===== src/rtl/tank_motion_ctrl.sv =====
// Player tank controller: tick-paced horizontal motion with clamping
// and an erase/redraw pixel stream toward the VGA adapter.
module tank_motion_ctrl #(
  parameter int X_W      = 8,
  parameter int Y_W      = 7,
  parameter int COL_W    = 3,
  parameter int X_MIN    = 0,
  parameter int X_MAX    = 155,
  parameter int X_INIT   = 78,
  parameter int Y_POS    = 110,
  parameter int SPR_W    = 5,
  parameter int SPR_H    = 3,
  parameter int STEP     = 1,
  parameter int TICK_DIV = 833333,
  parameter logic [COL_W-1:0] FG_COLOUR = COL_W'(2),
  parameter logic [COL_W-1:0] BG_COLOUR = '0
) (
  input  logic             clk,
  input  logic             resetn,
  input  logic             move_left,
  input  logic             move_right,
  output logic [X_W-1:0]   x_pos,
  output logic [X_W-1:0]   vga_x,
  output logic [Y_W-1:0]   vga_y,
  output logic [COL_W-1:0] vga_colour,
  output logic             vga_plot,
  output logic             busy
);

  localparam int TW = $clog2(TICK_DIV);
  localparam int CW = (SPR_W > 1) ? $clog2(SPR_W) : 1;
  localparam int RW = (SPR_H > 1) ? $clog2(SPR_H) : 1;

  localparam logic [X_W:0] XMIN_E = (X_W+1)'(X_MIN);
  localparam logic [X_W:0] XMAX_E = (X_W+1)'(X_MAX);
  localparam logic [X_W:0] STEP_E = (X_W+1)'(STEP);

  typedef enum logic [2:0] {
    S_START,
    S_IDLE,
    S_ERASE,
    S_UPDATE,
    S_DRAW
  } state_t;

  state_t state, state_n;

  logic [TW-1:0]  tick_cnt;
  logic           tick;
  logic [CW-1:0]  col;
  logic [RW-1:0]  row;
  logic           pix_last;
  logic [X_W-1:0] tgt;
  logic [X_W:0]   x_ext, x_dec, x_inc, tgt_c;
  logic           move_ok;

  assign tick = (tick_cnt == TW'(TICK_DIV - 1));

  always_ff @(posedge clk) begin
    if (!resetn)   tick_cnt <= '0;
    else if (tick) tick_cnt <= '0;
    else           tick_cnt <= tick_cnt + TW'(1);
  end

  // Target computed one bit wider so neither bound can wrap.
  assign x_ext = {1'b0, x_pos};
  assign x_dec = (x_ext < XMIN_E + STEP_E) ? XMIN_E : x_ext - STEP_E;
  assign x_inc = (x_ext + STEP_E > XMAX_E) ? XMAX_E : x_ext + STEP_E;

  always_comb begin
    tgt_c = x_ext;
    unique case (1'b1)
      (move_left && !move_right): tgt_c = x_dec;
      (move_right && !move_left): tgt_c = x_inc;
      default:                    tgt_c = x_ext;
    endcase
  end

  assign move_ok  = tick && (tgt_c != x_ext);
  assign pix_last = (col == CW'(SPR_W - 1)) && (row == RW'(SPR_H - 1));

  always_comb begin
    state_n = state;
    unique case (state)
      S_START:  state_n = S_DRAW;
      S_IDLE:   if (move_ok) state_n = S_ERASE;
      S_ERASE:  if (pix_last) state_n = S_UPDATE;
      S_UPDATE: state_n = S_DRAW;
      S_DRAW:   if (pix_last) state_n = S_IDLE;
      default:  state_n = S_START;
    endcase
  end

  always_ff @(posedge clk) begin
    if (!resetn) begin
      state <= S_START;
      x_pos <= X_W'(X_INIT);
      tgt   <= X_W'(X_INIT);
      col   <= '0;
      row   <= '0;
    end else begin
      state <= state_n;
      if (state == S_IDLE && move_ok) tgt <= tgt_c[X_W-1:0];
      if (state == S_UPDATE) x_pos <= tgt;
      // Row-major scan, column fastest; counters idle at zero.
      if (state == S_ERASE || state == S_DRAW) begin
        if (col == CW'(SPR_W - 1)) begin
          col <= '0;
          if (row == RW'(SPR_H - 1)) row <= '0;
          else                       row <= row + RW'(1);
        end else begin
          col <= col + CW'(1);
        end
      end else begin
        col <= '0;
        row <= '0;
      end
    end
  end

  always_comb begin
    vga_plot   = 1'b0;
    vga_x      = '0;
    vga_y      = '0;
    vga_colour = BG_COLOUR;
    busy       = (state != S_IDLE);
    if (state == S_ERASE || state == S_DRAW) begin
      vga_plot = 1'b1;
      vga_x    = x_pos + X_W'(col);
      vga_y    = Y_W'(Y_POS) + Y_W'(row);
      if (state == S_DRAW) vga_colour = FG_COLOUR;
    end
  end

endmodule


===== config.mk =====
export PLATFORM = sky130hd
export DESIGN_NAME = tank_motion_ctrl
export DESIGN_NICKNAME = d
export VERILOG_FILES = /design/src/rtl/tank_motion_ctrl.sv
export SDC_FILE = /design/constraint.sdc
export NUM_CORES = 1
export LEC_CHECK = 0
export BUFFER_PORTS_ARGS = -buffer_cell sky130_fd_sc_hd__buf_2
export CAP_MARGIN = 20
export CORE_MARGIN = 3
export CORE_UTILIZATION = 30
export DETAILED_ROUTE_END_ITERATION = 8
export PLACE_DENSITY_LB_ADDON = 0.12
export SYNTH_ARGS = -nofsm -noshare
export SYNTH_HDL_FRONTEND = slang
export SYNTH_SLANG_ARGS = --single-unit

===== constraint.sdc =====
create_clock -name clk -period 2.6 [get_ports clk]
set_input_delay 0.13 -clock clk [delete_from_list [all_inputs] [get_ports clk]]
set_output_delay 0.13 -clock clk [all_outputs]
set_load 0.02 [all_outputs]

==> impl_metrics.py <==
metrics = {
    "clock_network": {
        "numCtsBuffers": 5,
        "cts_hold_buffers": 0,
        "clkSinkCount": 44,
        "cts.clk_slew.worst_paths_ps": 80,
        "insertion_delay_ps": 300,
        "cts_tree": "done",
        "htreeDepth": 2,
        "root_buffer": "clkbuf_8",
        "clockBufferDepth": 2,
    },
    "layout": {
        "diodes": 0,
        "drive_gt1_share_pct": 27.1,
        "nets": 484,
        "final_common_cell": "buf_4",
        "fill_cells": 1074,
        "final_core_util_pct": 38.3,
        "multiInputGateArea_mm2": 0.00216,
        "most-common-layout-cells": "buf_4 (49), nor2_1 (41), nand2_1 (41), dfxtp_1 (38), buf_2 (29)",
        "area_delta_synth_final_pct": 23.9,
        "regArea_um2": 893,
    },
    "routing": {
        "vias_per_cell": 5.07,
        "final_antenna_net_count": 0,
        "drtPass1Iterations": 4,
        "finalWirelength_um": 8800,
        "drc": 0,
        "vias": 3061,
        "wire_per_inst_um": 14.6,
        "first_iter_violations": 182,
    },
    "setup_path": {
        "path_cells": "buf_4 -> and3_1 -> a211o_1 -> a22oi_1 -> o211ai_2 -> o31ai_4 -> nand4_4 -> nand2_4 -> mux2_4",
        "criticalPathCategory": "register to register",
        "cp_slowest_stage_delay_ps": 400,
        "start_kind": "register",
        "slowest_stage": "dfxtp_1",
        "cp-end-kind": "register",
        "worstPathRequired_ps": 2780,
        "crit_arrival_ps": 2750,
        "crit_fanout": 8,
    },
    "pwr": {
        "leakage_uw": 0.00152,
        "vdd_ir_drop_max_mv": 0.194,
        "powerDensity_mw_per_mm2": 355,
    },
    "synth": {
        "synth-seq-area-share_pct": 27.6,
        "async_flop_share_pct": 0,
        "synth-edff-count": 0,
        "synth_flop_cell": "dfxtp_1",
        "avgSynthCellArea_um2": 7.80,
        "synth_seq_cells": 44,
        "synth-warning-count": 0,
        "synthDistinctLibCells": 71,
        "syn_area_mm2": 0.00319,
        "netlist_instances": 409,
    },
    "timing": {
        "setup_viol": 0,
        "drv_slew": 0,
        "fin_skew_ps": 13.0,
        "fin_crit_ps": 2570,
        "final_hold_viol_count": 0,
        "worst_slew_pin_slew_ps": 730,
        "fin_crit_sh_pct": 98.9,
        "clock.fmax_mhz": 389,
        "rsz0062_at_grt": "true",
        "relSlewSlack_pct": 51.2,
        "setup_ws_ps": 29.6,
    },
    "die": {
        "num_io_pins": 32,
        "die_x_um": 109,
        "row_count": 37,
        "core-area_mm2": 0.0103,
        "start_util_pct": 30.9,
        "die_area_mm2": 0.0119,
        "die_y_um": 109,
    },
    "run": {
        "drv_cap": 0,
    },
    "placement": {
        "gp_congestion": 0.872,
        "post-dp-hpwl_um": 6870,
        "pre_cts_slack_ps": -13.5,
        "port-buffer-count": 29,
    },
    "outcome": {
        "run_status": "finished clean",
    },
    "grt": {
        "grt_first_pass_wirelength_um": 14400,
        "grt_pass1_vias": 2879,
        "antenna_found_initial": 0,
        "grt_max_degree": 20,
        "grt_usage_pct": 15.1,
        "gr-total-overflow": 0,
    },
    "min_path": {
        "min_path_type": "input port to register",
    },
}
## where the power goes
group	switching (uW)	internal, uW	leakage [uW]	total (uW)
logic	112	71.6	0.00111	184
clock network	245	289	0.0000583	535
registers	8.02	677	0.000357	685
## area by class of cell
class,instances,share of cell area [%]
tap,136,4.31
sequential,44,22.6
clock inverter,3,1.20
timing repair buffer,79,13.5
multi-input combinational,316,54.7
inverter,21,1.99
clock buffer,5,1.74
## critical path: cells and delay by family, from the launching register on
kind                   cells  cell delay, ps
AO/OA/AOI/OAI              4            1070
AND/OR/NAND/NOR            3             500
flip-flops                 1             400
multiplexers               1             300
buffers and inverters      1             180
## timing repair
| item | CTS | global route |
|---|---|---|
| pin swaps | 1 | 6 |
| resized for setup | 1 | 19 |
| setup endpoints to repair | 1 | 10 |
| hold endpoints to repair | 0 | 0 |
| setup buffers | 0 | 4 |
## routing by layer
layer	part of all wire, %	GRT usage (%)	vias to the layer above
li1	-	-	1571
met1	50	21.5	1412
met2	44	24.3	71
met3	5.6	2.43	7
met4	0.74	2.71	0
met5	0	0	-
## Yosys cell counts, types with 3 or more instances
| master | instances | area share, % |
|---|---|---|
| dfxtp_1 | 44 | 28 |
| a21o_1 | 3 | 0.71 |
| inv_1 | 21 | 2.5 |
| buf_2 | 5 | 0.78 |
| and3_1 | 7 | 1.4 |
| buf_4 | 7 | 1.6 |
| o211ai_1 | 5 | 1.2 |
| buf_6 | 3 | 1.1 |
| nand3_1 | 24 | 3.8 |
| nor2b_1 | 4 | 0.78 |
| and2_1 | 4 | 0.78 |
| mux2i_1 | 3 | 0.94 |
| a21oi_1 | 25 | 3.9 |
| nand2_1 | 41 | 4.8 |
| nor3b_1 | 4 | 0.94 |
| o2111ai_1 | 3 | 0.82 |
| nor3_1 | 6 | 0.94 |
| nand3b_1 | 3 | 0.71 |
| xor2_1 | 14 | 3.8 |
| clkbuf_1 | 14 | 1.6 |
| a31oi_1 | 4 | 0.78 |
| xnor2_1 | 5 | 1.4 |
| nor4_1 | 4 | 0.78 |
| or3_1 | 11 | 2.2 |
| or4_1 | 5 | 1.2 |
| ha_1 | 12 | 4.7 |
| nand4_1 | 8 | 1.6 |
| o21ai_1 | 4 | 0.63 |
| o21ai_0 | 17 | 2.7 |
| nand2b_1 | 7 | 1.4 |
| nor2_1 | 42 | 4.9 |
## through the flow
step | instance area (um2) | power, uW | hold WS (ps) | setup TNS [ps] | instances
final | 3950 | 1400 | 167 | 0 | 604
after global routing | 3950 | 1470 | 191 | -246 | 604
after CTS | 3840 | 1420 | 162 | 0 | 600
after detailed placement | 3720 | 874 | 457 | -13.5 | 592
after global placement | 3720 | 877 | 460 | -50.1 | 592
after floorplan | 3220 | 824 | 283 | 0 | 410
## registers in the layout, summed over array words and instances, names as in the netlist
signal / flops
tick_cnt: 20
tgt: 8
x_pos: 8
col: 3
state: 3
row: 2
## path summary, 6_finish.rpt
check,start,end,slack [ps],cells after the start
worst max-delay path,x_pos[2],tgt[2],30,9
worst min register to register,tgt[0],x_pos[0],470,2
worst min-delay path,resetn,x_pos[6],170,2
worst max register to register,x_pos[2],tgt[2],30,9
## kinds of logic after synthesis
| kind of cell | synth area share, % |
|---|---|
| simple gates | 31.9 |
| compound gates | 20.1 |
| buf+inv | 7.61 |
| flops | 27.6 |
| xor+xnor | 5.22 |
| fa+ha+maj | 5.34 |
| mux | 2.12 |
| other cells | 0.118 |
Note: power is estimated with default switching activity, not from simulation.
